## src/rtl/prog_loader.sv

```systemverilog
// Loads a machine-code stream into instruction memory, then starts the core and times its run.
// Latency: writes are registered one cycle after the accepting edge; core_start is registered.
// Backpressure: s_ready is high only in IDLE/LOAD and drops combinationally while clear is high.
//
// Ports: clk/reset (async active-low)/clear (sync, top priority); s_valid/s_ready/s_data/s_last
// program stream; run_req; im_wr_en/im_wr_addr/im_wr_data instruction-memory write port;
// core_start/core_done core handshake; load_count, load_ovf, cycle_count, busy, finished, timeout status.
module prog_loader #(
    parameter int D  = 12,
    parameter int W  = 9,
    parameter int CW = 16
) (
    input  logic          clk,
    input  logic          reset,
    input  logic          clear,
    input  logic          s_valid,
    output logic          s_ready,
    input  logic [W-1:0]  s_data,
    input  logic          s_last,
    input  logic          run_req,
    output logic          im_wr_en,
    output logic [D-1:0]  im_wr_addr,
    output logic [W-1:0]  im_wr_data,
    output logic          core_start,
    input  logic          core_done,
    output logic [D:0]    load_count,
    output logic          load_ovf,
    output logic [CW-1:0] cycle_count,
    output logic          busy,
    output logic          finished,
    output logic          timeout
);

    typedef enum logic [2:0] {
        S_IDLE, S_LOAD, S_ARMED, S_START, S_RUN, S_DONE, S_TIMEOUT
    } state_t;

    state_t          state_q, state_d;
    logic [D-1:0]    ptr_q, ptr_d;
    logic [D:0]      load_count_q, load_count_d;
    logic            load_ovf_q, load_ovf_d;
    logic [CW-1:0]   cycle_count_q, cycle_count_d;
    logic            core_start_q, core_start_d;
    logic            start_cnt_q, start_cnt_d;
    logic            wr_en_q, wr_en_d;
    logic [D-1:0]    wr_addr_q, wr_addr_d;
    logic [W-1:0]    wr_data_q, wr_data_d;
    // Holds s_ready low while reset is asserted and until the first edge after release.
    logic            ready_en_q, ready_en_d;

    logic            beat;
    logic [CW-1:0]   cc_inc;

    assign s_ready = ready_en_q & ~clear & ((state_q == S_IDLE) || (state_q == S_LOAD));
    assign beat    = s_valid & s_ready;
    assign cc_inc  = cycle_count_q + CW'(1);

    always_comb begin
        state_d       = state_q;
        ptr_d         = ptr_q;
        load_count_d  = load_count_q;
        load_ovf_d    = load_ovf_q;
        cycle_count_d = cycle_count_q;
        core_start_d  = 1'b0;
        start_cnt_d   = start_cnt_q;
        wr_en_d       = 1'b0;
        wr_addr_d     = wr_addr_q;
        wr_data_d     = wr_data_q;
        ready_en_d    = 1'b1;

        if (clear) begin
            // cycle_count is deliberately kept so the last run result stays readable.
            state_d      = S_IDLE;
            ptr_d        = '0;
            load_count_d = '0;
            load_ovf_d   = 1'b0;
            start_cnt_d  = 1'b0;
        end else begin
            case (state_q)
                S_IDLE, S_LOAD: begin
                    if (beat) begin
                        wr_en_d      = 1'b1;
                        wr_addr_d    = ptr_q;
                        wr_data_d    = s_data;
                        ptr_d        = ptr_q + D'(1);
                        load_count_d = load_count_q + (D+1)'(1);
                        if (s_last) begin
                            state_d = S_ARMED;
                        end else if (ptr_q == {D{1'b1}}) begin
                            // Memory is full: treat as an implicit last word.
                            state_d    = S_ARMED;
                            load_ovf_d = 1'b1;
                        end else begin
                            state_d = S_LOAD;
                        end
                    end
                end
                S_ARMED, S_DONE, S_TIMEOUT: begin
                    if (run_req) begin
                        state_d       = S_START;
                        core_start_d  = 1'b1;
                        start_cnt_d   = 1'b0;
                        cycle_count_d = '0;
                    end
                end
                S_START: begin
                    // Two START cycles; core_done is not looked at here.
                    if (!start_cnt_q) begin
                        start_cnt_d  = 1'b1;
                        core_start_d = 1'b1;
                    end else begin
                        state_d = S_RUN;
                    end
                end
                S_RUN: begin
                    if (core_done) begin
                        state_d = S_DONE;
                    end else begin
                        cycle_count_d = cc_inc;
                        if (cc_inc == {CW{1'b1}}) begin
                            state_d = S_TIMEOUT;
                        end
                    end
                end
                default: state_d = S_IDLE;
            endcase
        end
    end

    always_ff @(posedge clk or negedge reset) begin
        if (!reset) begin
            state_q       <= S_IDLE;
            ptr_q         <= '0;
            load_count_q  <= '0;
            load_ovf_q    <= 1'b0;
            cycle_count_q <= '0;
            core_start_q  <= 1'b0;
            start_cnt_q   <= 1'b0;
            wr_en_q       <= 1'b0;
            wr_addr_q     <= '0;
            wr_data_q     <= '0;
            ready_en_q    <= 1'b0;
        end else begin
            state_q       <= state_d;
            ptr_q         <= ptr_d;
            load_count_q  <= load_count_d;
            load_ovf_q    <= load_ovf_d;
            cycle_count_q <= cycle_count_d;
            core_start_q  <= core_start_d;
            start_cnt_q   <= start_cnt_d;
            wr_en_q       <= wr_en_d;
            wr_addr_q     <= wr_addr_d;
            wr_data_q     <= wr_data_d;
            ready_en_q    <= ready_en_d;
        end
    end

    assign im_wr_en    = wr_en_q;
    assign im_wr_addr  = wr_addr_q;
    assign im_wr_data  = wr_data_q;
    assign core_start  = core_start_q;
    assign load_count  = load_count_q;
    assign load_ovf    = load_ovf_q;
    assign cycle_count = cycle_count_q;
    assign busy        = (state_q == S_START) || (state_q == S_RUN);
    assign finished    = (state_q == S_DONE);
    assign timeout     = (state_q == S_TIMEOUT);

endmodule

```

## config.mk

```make
export PLATFORM = sky130hd
export DESIGN_NAME = prog_loader
export DESIGN_NICKNAME = d
export VERILOG_FILES = /design/src/rtl/prog_loader.sv
export SDC_FILE = /design/constraint.sdc
export NUM_CORES = 1
export LEC_CHECK = 0
export ABC_AREA = 0
export BUFFER_PORTS_ARGS = -buffer_cell sky130_fd_sc_hd__buf_2
export CAP_MARGIN = 20
export CORE_MARGIN = 8
export CORE_UTILIZATION = 55
export DETAILED_ROUTE_END_ITERATION = 8
export GPL_ROUTABILITY_DRIVEN = 0
export HOLD_SLACK_MARGIN = 0.08
export PLACE_DENSITY_LB_ADDON = 0.05
export SYNTH_ARGS = -nofsm -noshare
export SYNTH_HDL_FRONTEND = slang
export SYNTH_SLANG_ARGS = --single-unit
```

## constraint.sdc

```tcl
create_clock -name clk -period 2.5 [get_ports clk]
set_clock_uncertainty 0.2 [all_clocks]
set_input_delay 0.25 -clock clk [delete_from_list [all_inputs] [get_ports clk]]
set_output_delay 0.25 -clock clk [all_outputs]
set_load 0.03 [all_outputs]
```

## After elaboration in Yosys (flattened, before gate mapping)

Index checks and enable logic that the tools add are counted.

| storage, ports and cells | value |
|---|---|
| bits of input ports | 16 |
| logic and storage cells | 82 |
| register bits after elaboration | 70 |
| output and inout bits | 57 |

| operators by class | value |
|---|---|
| bitwise gates (word level) | 4 |
| multiplexer cells | 33 |
| eq/ne operators | 15 |
| add/sub/neg operators | 3 |
| reduce and logical (&&, ||, !) cells | 16 |

Operator list:

| cell | count |
|---|---|
| two-way mux 13 bit | 3 |
| two-way mux 12 bit | 3 |
| two-way mux 16 bit | 2 |
| one-hot mux 16 bit (2 select lines) | 1 |
| two-way mux 3 bit | 6 |
| adder 16 x 1 -> 16 bit, second input constant | 1 |
| equality test 16 bit, second input constant | 1 |
| adder 13 x 1 -> 13 bit, second input constant | 1 |
| two-way mux 1 bit | 13 |
| adder 12 x 1 -> 12 bit, second input constant | 1 |
| equality test 12 bit, second input constant | 1 |
| one-hot mux 3 bit (4 select lines) | 1 |
| AND reduction 4 bit | 3 |
| equality test 3 bit, second input constant | 3 |
| != test 3 bit, second input constant | 3 |
| nonzero test 2 bit | 4 |
| equality test 3 x 2 -> 1 bit, second input constant | 2 |
| != test 2 bit, second input constant | 3 |
| two-way mux 2 bit | 2 |
| != test 4 bit, second input constant | 1 |
| one-hot mux 1 bit (2 select lines) | 2 |
| AND reduction 2 bit | 2 |
| bitwise AND 1 bit | 3 |
| equality test 3 x 1 -> 1 bit, second input constant | 1 |
| 7 further kinds | 8 |

## Longest topological paths before layout

Gate-level depths: netlist (run 1).

| logic depth | value |
|---|---|
| depth in word-level cells | 7 |
| depth in mapped cells | 9 |

## Worst setup path before layout (run 1)

Ideal clock, no wire load.

| path | value |
|---|---|
| path kind | flip-flop to flip-flop |
| start point | register cycle_count_q[0] (netlist: cycle_count[0]) |
| end point | register state_q[1] |
| cell stages (with the launch flop) | 9 |
| slack | 0.160 ns |
| required time | 2.196 ns |
| period minus slack after synthesis | 2.340 ns |
| data arrival time | 2.037 ns |
| path through | dfrtp_1 > ha_1 > and4_1 > and3_1 > buf_2 > xnor2_1 > a2111oi_2 > a21oi_1 > o41ai_2 |

| between the ends | value |
|---|---|
| longest elaborated chain between the ends | 4 |

RTL lines:

| item | RTL line | RTL |
|---|---|---|
| start: declaration | 42 | `logic [CW-1:0] cycle_count_q, cycle_count_d;` |
| start signal: assignment | 148 | `cycle_count_q <= cycle_count_d;` |
| adder 16 x 1 -> 16 bit | 56 | `assign cc_inc = cycle_count_q + CW'(1);` |
| equality test 16 bit | 120 | `if (cc_inc == {CW{1'b1}}) begin` |
| != test 4 bit (no source line) | - |  |
| AND reduction 4 bit (no source line) | - |  |
| end signal: assignment | 144 | `state_q <= state_d;` |
| end: declaration | 38 | `state_t state_q, state_d;` |

No other way between the ends.
A chain may end at the register's enable or synchronous reset.

## Worst setup path after layout (run 1)

| path | value |
|---|---|
| start point | register cycle_count_q[7] (netlist: cycle_count[7]) |
| end point | register state_q[1] |

Same word-level chain as after synthesis.

==> results.json, run 1 <==
{
  "status": "finished clean",
  "post_cts_buffers": 0,
  "utilization_pct": 67.71,
  "met2_length_um": 3993,
  "die_h_um": 96.25,
  "dieWidth_um": 96.25,
  "cap_viol_max_count": 0,
  "synth_edf_count": 0,
  "drc": 0,
  "routedWlPerCell_um": 15.10,
  "crit_path_start_kind": "flop",
  "pre_cts_slack_ns": 0.1572,
  "cp_cell_sequence": "and4_1, o21ai_1, or3b_1, a2111oi_2, a21oi_1, o41ai_2",
  "yosysUniqueCellTypes": 48,
  "ant_nets": 0,
  "crit_arrival_ns": 2.38,
  "grt_max_degree": 45,
  "hold_viol": 0,
  "setup_viol": 0,
  "netlist_area_um2": 3542,
  "slowest_stage": "dfrtp_1",
  "htreeDepth": 3,
  "drtPass1Iterations": 4,
  "synth-seq-cells": 70,
  "placed_cell_area_um2": 3958,
  "synth_top_area_cell": "dfrtp_1",
  "p_leak_nw": 2.145,
  "clock-sinks": 70,
  "yosysMostFrequentCell": "nand2_1",
  "ys.flop_type": "dfrtp_1",
  "num_rows": 29,
  "core_area_um2": 6277,
  "area_delta_synth_final_pct": 19.99,
  "ys_seq_area_share_pct": 49.45,
  "drt_wl_total_um": 8427,
  "first_iter_violations": 142,
  "synth-warning-count": 0,
  "required_ns": 2.55,
  "final_nets": 496,
  "clock_latency_ns": 0.34,
  "worstMarginPinSlew_ns": 0.6364,
  "antenna_found_initial": 0,
  "grt.total_usage_pct": 19.57,
  "synthesis.nets": 417,
  "start_util_pct": 56.43,
  "numCtsBuffers": 9,
  "die-area_um2": 9264,
  "cp-end-kind": "flop",
  "via_per_inst": 5.565,
  "rsz0062_at_grt": "false",
  "top_layer": "met4",
  "setup_slack_ns": 0.1670,
  "insertedDiodeCount": 0,
  "dpl.cell_count": 530,
  "worstPathMaxFanout": 8,
  "crit_type": "flop to flop",
  "fmax_mhz": 428.6,
  "drive_gt1_share_pct": 21.62,
  "layout_min_cycle_time_ns": 2.333,
  "grt.overflow.total": 0,
  "num_vias": 3105,
  "maxSlewViolCount": 0,
  "worstPathBufferInverterCount": 0,
  "cts_tree": "built",
  "met3WireLength_um": 398,
  "final_cell_count_no_fill": 558,
  "period_share_pct": 93.32,
  "grt_pass1_wl_um": 14240,
  "synth_area_per_cell_um2": 8.922,
  "maxSlewHeadroom_pct": 57.58,
  "max_stage_delay_ns": 0.49,
  "cts.path.max_buffers": 2,
  "grt_pass1_vias": 3039,
  "hpwl_um": 5802,
  "hold_path_class": "primary input to flop",
  "finalSetupTns_ns": 0,
  "wl_met1_um": 3884,
  "yosysTopAreaCellShare_pct": 49.45,
  "cts_root_buf": "clkbuf_8",
  "clk_pin_slew_worst_paths_ns": 0.08,
  "synth_area_leaders": "dfrtp_1 (49%), nand2_1 (10%), o21ai_0 (4.1%)",
  "crit_family": "compound AO/OA/AOI/OAI gates",
  "synth-async-reset-ratio_pct": 100.0,
  "vdd_drop_max_mv": 0.3894,
  "synthCells": 397,
  "io_pins": 73,
  "powerDensity_nw_per_um2": 556.5,
  "yosys-top-cells-count": "nand2_1 (97), dfrtp_1 (70), o21ai_0 (29)",
  "portBuffers": 72,
  "stdcell_area_um2": 4250
}
==> worst register-to-register path, stage by stage, from the launching register on <==
cell and delay (ns):
dfrtp_1 0.49, and4_1 0.37, o21ai_1 0.08, or3b_1 0.40, a2111oi_2 0.36, a21oi_1 0.14, o41ai_2 0.20
==> what timing repair did <==
item / 4_1_cts / 5_1_grt
gates resized for setup: 0 / 1
endpoints found under the hold margin: 37 / 0
hold buffers: 12 / 0
setup endpoints to repair: 0 / 1
==> path summary, 6_finish.rpt <==
| path | start | end | slack (ns) | cells past startpoint |
|---|---|---|---|---|
| worst min register to register | im_wr_addr[7] | im_wr_addr[7] | 0.27 | 2 |
| worst max-delay path | cycle_count[7] | state_q[1] | 0.17 | 6 |
| min in group asynchronous | reset | cycle_count[6] | 0.27 | 2 |
| max in group asynchronous | reset | state_q[2] | 1.17 | 3 |
| worst max register to register | cycle_count[7] | state_q[1] | 0.17 | 6 |
| worst min-delay path | run_req | core_start | 0.12 | 3 |
==> per-layer routing <==
layer | global-route usage (%) | vias up
met5 | 0 | -
met4 | 8.963 | 0
met3 | 3.510 | 12
met2 | 32.12 | 74
met1 | 24.56 | 1492
li1 | - | 1527
==> power by group <==
group          total (W)  switching, W  internal [W]
sequential       0.00122     0.0000449       0.00118
clock           0.000817      0.000456      0.000361
combinational   0.000324      0.000219      0.000105
==> layout by cell type, fill, tap and decap left out, types with 2 or more instances in the layout <==
master         netlist  routed
and3_1               7       7
inv_1                7       7
clkinvlp_4           0       2
a21oi_1             16      16
o31ai_1              2       2
inv_6                0       2
nor2_1              28      28
o21bai_1             2       2
clkbuf_8             0       9
dlygate4sd3_1        0      12
nand3b_1             8       8
nor4_1               3       3
and4_1               6       6
dfrtp_1             70      69
a221o_1              2       2
xor2_1              16      16
and2_1               4       4
ha_1                 4       4
nand3_1              9       9
buf_4                3      10
nand2_1             97      97
clkinv_2             0       3
o21ai_0             29      29
xnor2_1              5       5
nand4_1             14      14
nor3_1               4       4
or3_1                6       6
buf_2                7      72
nor3b_1              3       3
a31oi_1              8       8
==> kinds of logic after synthesis <==
logic type               share of synthesized area [%]
AO/OA/AOI/OAI                                    12.36
XOR/XNOR                                         5.192
adder cells (fa/ha/maj)                          1.413
buffers and inverters                            4.592
flip-flops                                       49.45
multiplexers                                    0.2826
other                                           0.1059
AND/OR/NAND/NOR                                  26.60
==> per-stage QoR <==
stage	hold slack (ns)	power (W)
after floorplan	-0.2456	0.001437
after global placement	0.1119	0.001554
after detailed placement	0.1157	0.001561
after CTS	0.09915	0.002394
after global routing	0.1480	0.002470
final	0.1190	0.002365
==> final cells by class <==
class,instances,area (um^2)
Fill cell,504,2027
Sequential cell,70,1753
Multi-Input combinational cell,293,1628
Timing Repair Buffer,95,575.6
Clock buffer,9,123.9
Tap cell,77,96.34
Clock inverter,7,47.55
Inverter,7,26.28
==> registers in the layout, summed over array words and instances, names as in the netlist, 3 cells and up <==
signal       cells
im_wr_data       9
state_q          3
load_count      13
cycle_count     16
im_wr_addr      12
ptr_q           12
No activity file was read; power rests on OpenSTA's default activity.
==> inputs of run 2 (changes only) <==
==> constraint.sdc (replaced) <==
create_clock -name clk -period 2.5 [get_ports clk]
set_clock_uncertainty 0.2 [all_clocks]
set_input_delay 0.5 -clock clk [delete_from_list [all_inputs] [get_ports clk]]
set_output_delay 0.5 -clock clk [all_outputs]
set_load 0.03 [all_outputs]
==> run 2 against run 1 <==
Compared with the run above: final cell count fell by 1.6%; design area fell by 0.44%; largest power group unchanged; routed wire length fell by 0.46%; highest routed layer unchanged; first-iteration DRC count rose by 24%; register-to-register slack barely moved; total power rose by 11%; clock power rose by 35%; critical path depth did not move; sequential power barely moved; largest cell class unchanged; utilization fell by 0.30 points.
==> results.json, run 2 (same netlist as run 1, synthesis figures left out) <==
{
  "hold_path_class": "primary input to flop",
  "cts_tree": "built",
  "r2r-start": "cycle_count[6]",
  "htreeDepth": 3,
  "cts_root_buf": "clkbuf_8",
  "io_pins": 73,
  "hpwl_um": 5637,
  "setup_viol": 0,
  "core_area_um2": 6277,
  "rrSetupSlack_ns": 0.18,
  "die_h_um": 96.25,
  "crit_arrival_ns": 2.37,
  "worstMarginPinSlew_ns": 0.4999,
  "drt_wl_total_um": 8388,
  "layout_min_cycle_time_ns": 2.324,
  "largest_reg_flops": 16,
  "worstReg2RegEnd": "state_q[1]",
  "cp_cell_sequence": "and4_1, o21ai_1, or3b_1, a2111oi_2, a21oi_1, o41ai_2",
  "area_delta_synth_final_pct": 19.46,
  "final_nets": 488,
  "placed_cell_area_um2": 3980,
  "crit_path_start_kind": "flop",
  "fmax_mhz": 430.2,
  "start_util_pct": 56.43,
  "drive_gt1_share_pct": 22.25,
  "vdd_drop_max_mv": 0.4106,
  "crit_type": "flop to flop",
  "stdcell_area_um2": 4232,
  "insertedDiodeCount": 0,
  "via_per_inst": 5.597,
  "status": "finished clean",
  "min-delay-start": "s_data[0]",
  "most-common-layout-cells": "nand2_1 (97), buf_2 (72), dfrtp_1 (70), o21ai_0 (28), nor2_1 (28)",
  "clock-sinks": 70,
  "min_path_cells": 3,
  "r2r_cells": 6,
  "grt_pass1_wl_um": 14180,
  "layout_commonest_cell": "nand2_1",
  "maxSlewHeadroom_pct": 66.36,
  "maxSlewViolCount": 0,
  "clk_pin_slew_worst_paths_ns": 0.07,
  "grt_max_degree": 71,
  "total_power_w": 0.002632,
  "cp-startpoint": "cycle_count[6]",
  "max_stage_delay_ns": 0.45,
  "required_ns": 2.54,
  "num_vias": 3073,
  "p_leak_nw": 2.153,
  "powerDensity_nw_per_um2": 622.0,
  "finalSetupTns_ns": 0,
  "cp-end-kind": "flop",
  "hold_ws_ns": 0.1393,
  "drtPass1Iterations": 4,
  "dieWidth_um": 96.25,
  "rsz0062_at_grt": "false",
  "portBuffers": 72,
  "routedWlPerCell_um": 15.28,
  "ant_nets": 0,
  "period_share_pct": 92.97,
  "antenna_found_initial": 0,
  "clock_latency_ns": 0.35,
  "worstPathMaxFanout": 8,
  "grt.overflow.total": 0,
  "drc": 0,
  "cts.path.max_buffers": 2,
  "grt.total_usage_pct": 19.47,
  "grt_pass1_vias": 2942,
  "cap_viol_max_count": 0,
  "hold_viol": 0,
  "die-area_um2": 9264,
  "num_rows": 29,
  "first_iter_violations": 176,
  "slowest_stage": "dfrtp_1",
  "min_to": "im_wr_data[0]",
  "numCtsBuffers": 9
}
-- run 2: cell count changes in the layout (fill, tap and decap cells not counted), moves of 2 or more --
cell           delta
clkinvlp_4        -2
buf_4             +3
dlygate4sd3_1    -11
bufinv_16         +3
inv_6             -2
clkinv_2          -2
-- run 2: per-stage QoR --
step,utilization (%),cells,setup WS [ns]
detailed placement,63.40,533,0.1576
global route,67.41,549,0.04776
global placement,63.40,533,0.2594
floorplan,-,397,0.03600
finish,67.41,549,0.1757
CTS,67.33,549,0.08972
-- run 2: repair_timing --
action	CTS	global route
resized for setup	0	2
setup endpoints to repair	0	2
hold buffers	1	0
setup buffers	0	0
hold endpoints to repair	70	0
-- run 2: area by class of cell --
| type | count | area (um^2) |
|---|---|---|
| fill | 536 | 2046 |
| sequential | 70 | 1752 |
| multi-input combinational | 293 | 1633 |
| timing repair buffer | 87 | 488.0 |
| clock buffer | 11 | 141.4 |
| tap | 77 | 96.34 |
| clock inverter | 4 | 95.09 |
| inverter | 7 | 26.28 |
-- run 2: worst max-delay path by stage --
stage	endpoint	slack, ns	depth (start not counted)
floorplan	state_q[0]	0.04	6
global route	load_count[11]	0.05	5
global placement	load_count[9]	0.26	6
detailed placement	load_count[11]	0.16	6
CTS	busy	0.09	4
finish	state_q[1]	0.18	6
-- run 2: routing by layer --
| layer | routed length (um) | GRT usage, % |
|---|---|---|
| met5 | 0 | 0 |
| met3 | 488 | 4.446 |
| met1 | 3898 | 25.41 |
| met4 | 140 | 8.323 |
| met2 | 3861 | 30.36 |
-- run 2: power by group --
part           internal [W]  switching (W)  leakage (nW)
logic             0.0000939       0.000217          1.08
registers           0.00118      0.0000453         0.959
clock network      0.000683       0.000413         0.119
total               0.00196       0.000675          2.15
-- run 2: worst max-delay path: cells and delay by family (launching register included) --
kind | cells | cell delay [ns]
AOI/OAI and AO/OA | 4 | 0.80
and+or+nand+nor | 2 | 0.78
DFF | 1 | 0.45
==> inputs of run 3 (changes only) <==
- REMOVE_ABC_BUFFERS: default -> 1
==> run 3 against run 2 <==
Compared with the run above: non-clock buffer count increased by 1; first-iteration DRC count is 1.1% lower; register-to-register slack better by 0.05 ns; critical path depth down 2; utilization fell by 0.10 points; largest power group unchanged; routed wire length decreased by 0.52%; hold slack worse by 0.0037 ns; sequential power is essentially flat.
==> results.json, run 3 (same netlist as run 1, synthesis figures left out) <==
{
  "htreeDepth": 3,
  "cts.path.max_buffers": 2,
  "ant_nets": 0,
  "start_util_pct": 56.43,
  "rsz0062_at_grt": "false",
  "layout_commonest_cell": "nand2_1",
  "drt_wl_total_um": 8344,
  "core_area_um2": 6277,
  "layout_min_cycle_time_ns": 2.385,
  "crit_type": "flop to output port",
  "grt_max_degree": 71,
  "via_per_inst": 5.541,
  "cp-end-kind": "output port",
  "hold_path_class": "primary input to flop",
  "fillers": 528,
  "maxSlewViolCount": 0,
  "die_h_um": 96.25,
  "drtPass1Iterations": 4,
  "hpwl_um": 5667,
  "r2r-start": "cycle_count[0]",
  "worstMarginPinSlew_ns": 0.4979,
  "r2r_cells": 7,
  "slowest_stage": "dfrtp_1",
  "setup_viol": 0,
  "required_ns": 1.80,
  "die-area_um2": 9264,
  "cap_viol_max_count": 0,
  "period_share_pct": 95.39,
  "grt.overflow.total": 0,
  "final_cell_count_no_fill": 551,
  "p_leak_nw": 2.146,
  "numCtsBuffers": 9,
  "num_vias": 3053,
  "min_to": "im_wr_data[0]",
  "most-common-layout-cells": "nand2_1 (97), buf_2 (72), dfrtp_1 (70), o21ai_0 (28), nor2_1 (28)",
  "antenna_found_initial": 0,
  "cp_cell_sequence": "buf_4, nand2b_1, o21ai_1, buf_2",
  "powerDensity_nw_per_um2": 604.8,
  "clk_pin_slew_worst_paths_ns": 0.08,
  "num_rows": 29,
  "clock-sinks": 70,
  "min-delay-start": "s_data[0]",
  "cts_tree": "built",
  "clock_latency_ns": 0.35,
  "drive_gt1_share_pct": 22.78,
  "min_path_cells": 3,
  "portBuffers": 72,
  "grt_pass1_wl_um": 14150,
  "worstReg2RegEnd": "state_q[1]",
  "crit_arrival_ns": 1.68,
  "worstPathMaxFanout": 10,
  "crit_path_start_kind": "flop",
  "routedWlPerCell_um": 15.14,
  "dieWidth_um": 96.25,
  "grt.total_usage_pct": 19.41,
  "io_pins": 73,
  "insertedDiodeCount": 0,
  "total_power_w": 0.002555,
  "status": "finished clean",
  "first_iter_violations": 174,
  "vdd_drop_max_mv": 0.5105,
  "hold_viol": 0,
  "grt_pass1_vias": 3018,
  "area_delta_synth_final_pct": 19.29,
  "post_cts_buffers": 0,
  "final_nets": 489,
  "maxSlewHeadroom_pct": 66.50,
  "fmax_mhz": 419.3,
  "max_stage_delay_ns": 0.48,
  "cts_root_buf": "clkbuf_8",
  "dpl.cell_count": 534,
  "drc": 0,
  "rrSetupSlack_ns": 0.23,
  "largest_reg_flops": 16
}
==> run 3: layout make-up <==
type / instances / area (um^2) / area share, %
well taps: 77 / 96.34 / 2.280
inverters: 7 / 26.28 / 0.6219
repair buffers: 88 / 495.5 / 11.73
flip-flops and latches: 70 / 1752 / 41.46
clock inverters: 6 / 85.08 / 2.014
clock buffers: 10 / 137.6 / 3.257
multi-input cells: 293 / 1633 / 38.64
==> run 3: metal layers <==
metal	vias to the layer above	routed length [um]	global-route usage, %
met5	-	0	0
met4	0	180	8.963
met3	14	440	3.978
met2	72	4135	32.92
met1	1457	3586	23.09
li1	1510	-	-
==> run 3: report_power, final <==
| group | switching [W] | internal [W] | leakage, nW | total [W] |
|---|---|---|---|---|
| Combinational | 0.000214 | 0.0000953 | 1.08 | 0.000309 |
| Clock | 0.000435 | 0.000585 | 0.108 | 0.00102 |
| Sequential | 0.0000460 | 0.00118 | 0.959 | 0.00123 |
==> run 3: worst max-delay path, delay by kind of cell, from the launching register on <==
kind / cells / cell delay (ns)
flip-flops: 1 / 0.48
AO/OA/AOI/OAI: 1 / 0.23
buffers and inverters: 2 / 0.46
AND/OR/NAND/NOR: 1 / 0.17
==> run 3: stage by stage <==
step | utilization (%) | hold WS (ns) | cell area [um^2] | worst slack (ns) | TNS [ns]
after detailed placement | 63.52 | 0.2570 | 3988 | 0.2084 | 0
after global placement | 63.52 | 0.2541 | 3988 | 0.2507 | 0
after global routing | 67.31 | 0.1323 | 4225 | 0.02005 | 0
after floorplan | - | 0.004409 | 3406 | -0.4484 | -2.490
after CTS | 67.23 | 0.1247 | 4220 | 0.1041 | 0
final | 67.31 | 0.1356 | 4225 | 0.1153 | 0
==> run 3: timing repair <==
item,in CTS,in global routing
endpoints found under the setup margin,1,1
cloned,0,0
hold buffers,1,0
gates resized for setup,1,1
hold endpoints to repair,70,0
==> run 3: worst max path at each step <==
stage                     startpoint        endpoint  slack [ns]  cells after the start
after floorplan           state_q[1]        ptr_q[7]       -0.45                      7
after global placement    state_q[2]  cycle_count[7]        0.25                      6
after detailed placement       clear  load_count[11]        0.21                      6
after CTS                 state_q[1]            busy        0.10                      4
after global routing      state_q[1]            busy        0.02                      4
final                     state_q[1]            busy        0.12                      4
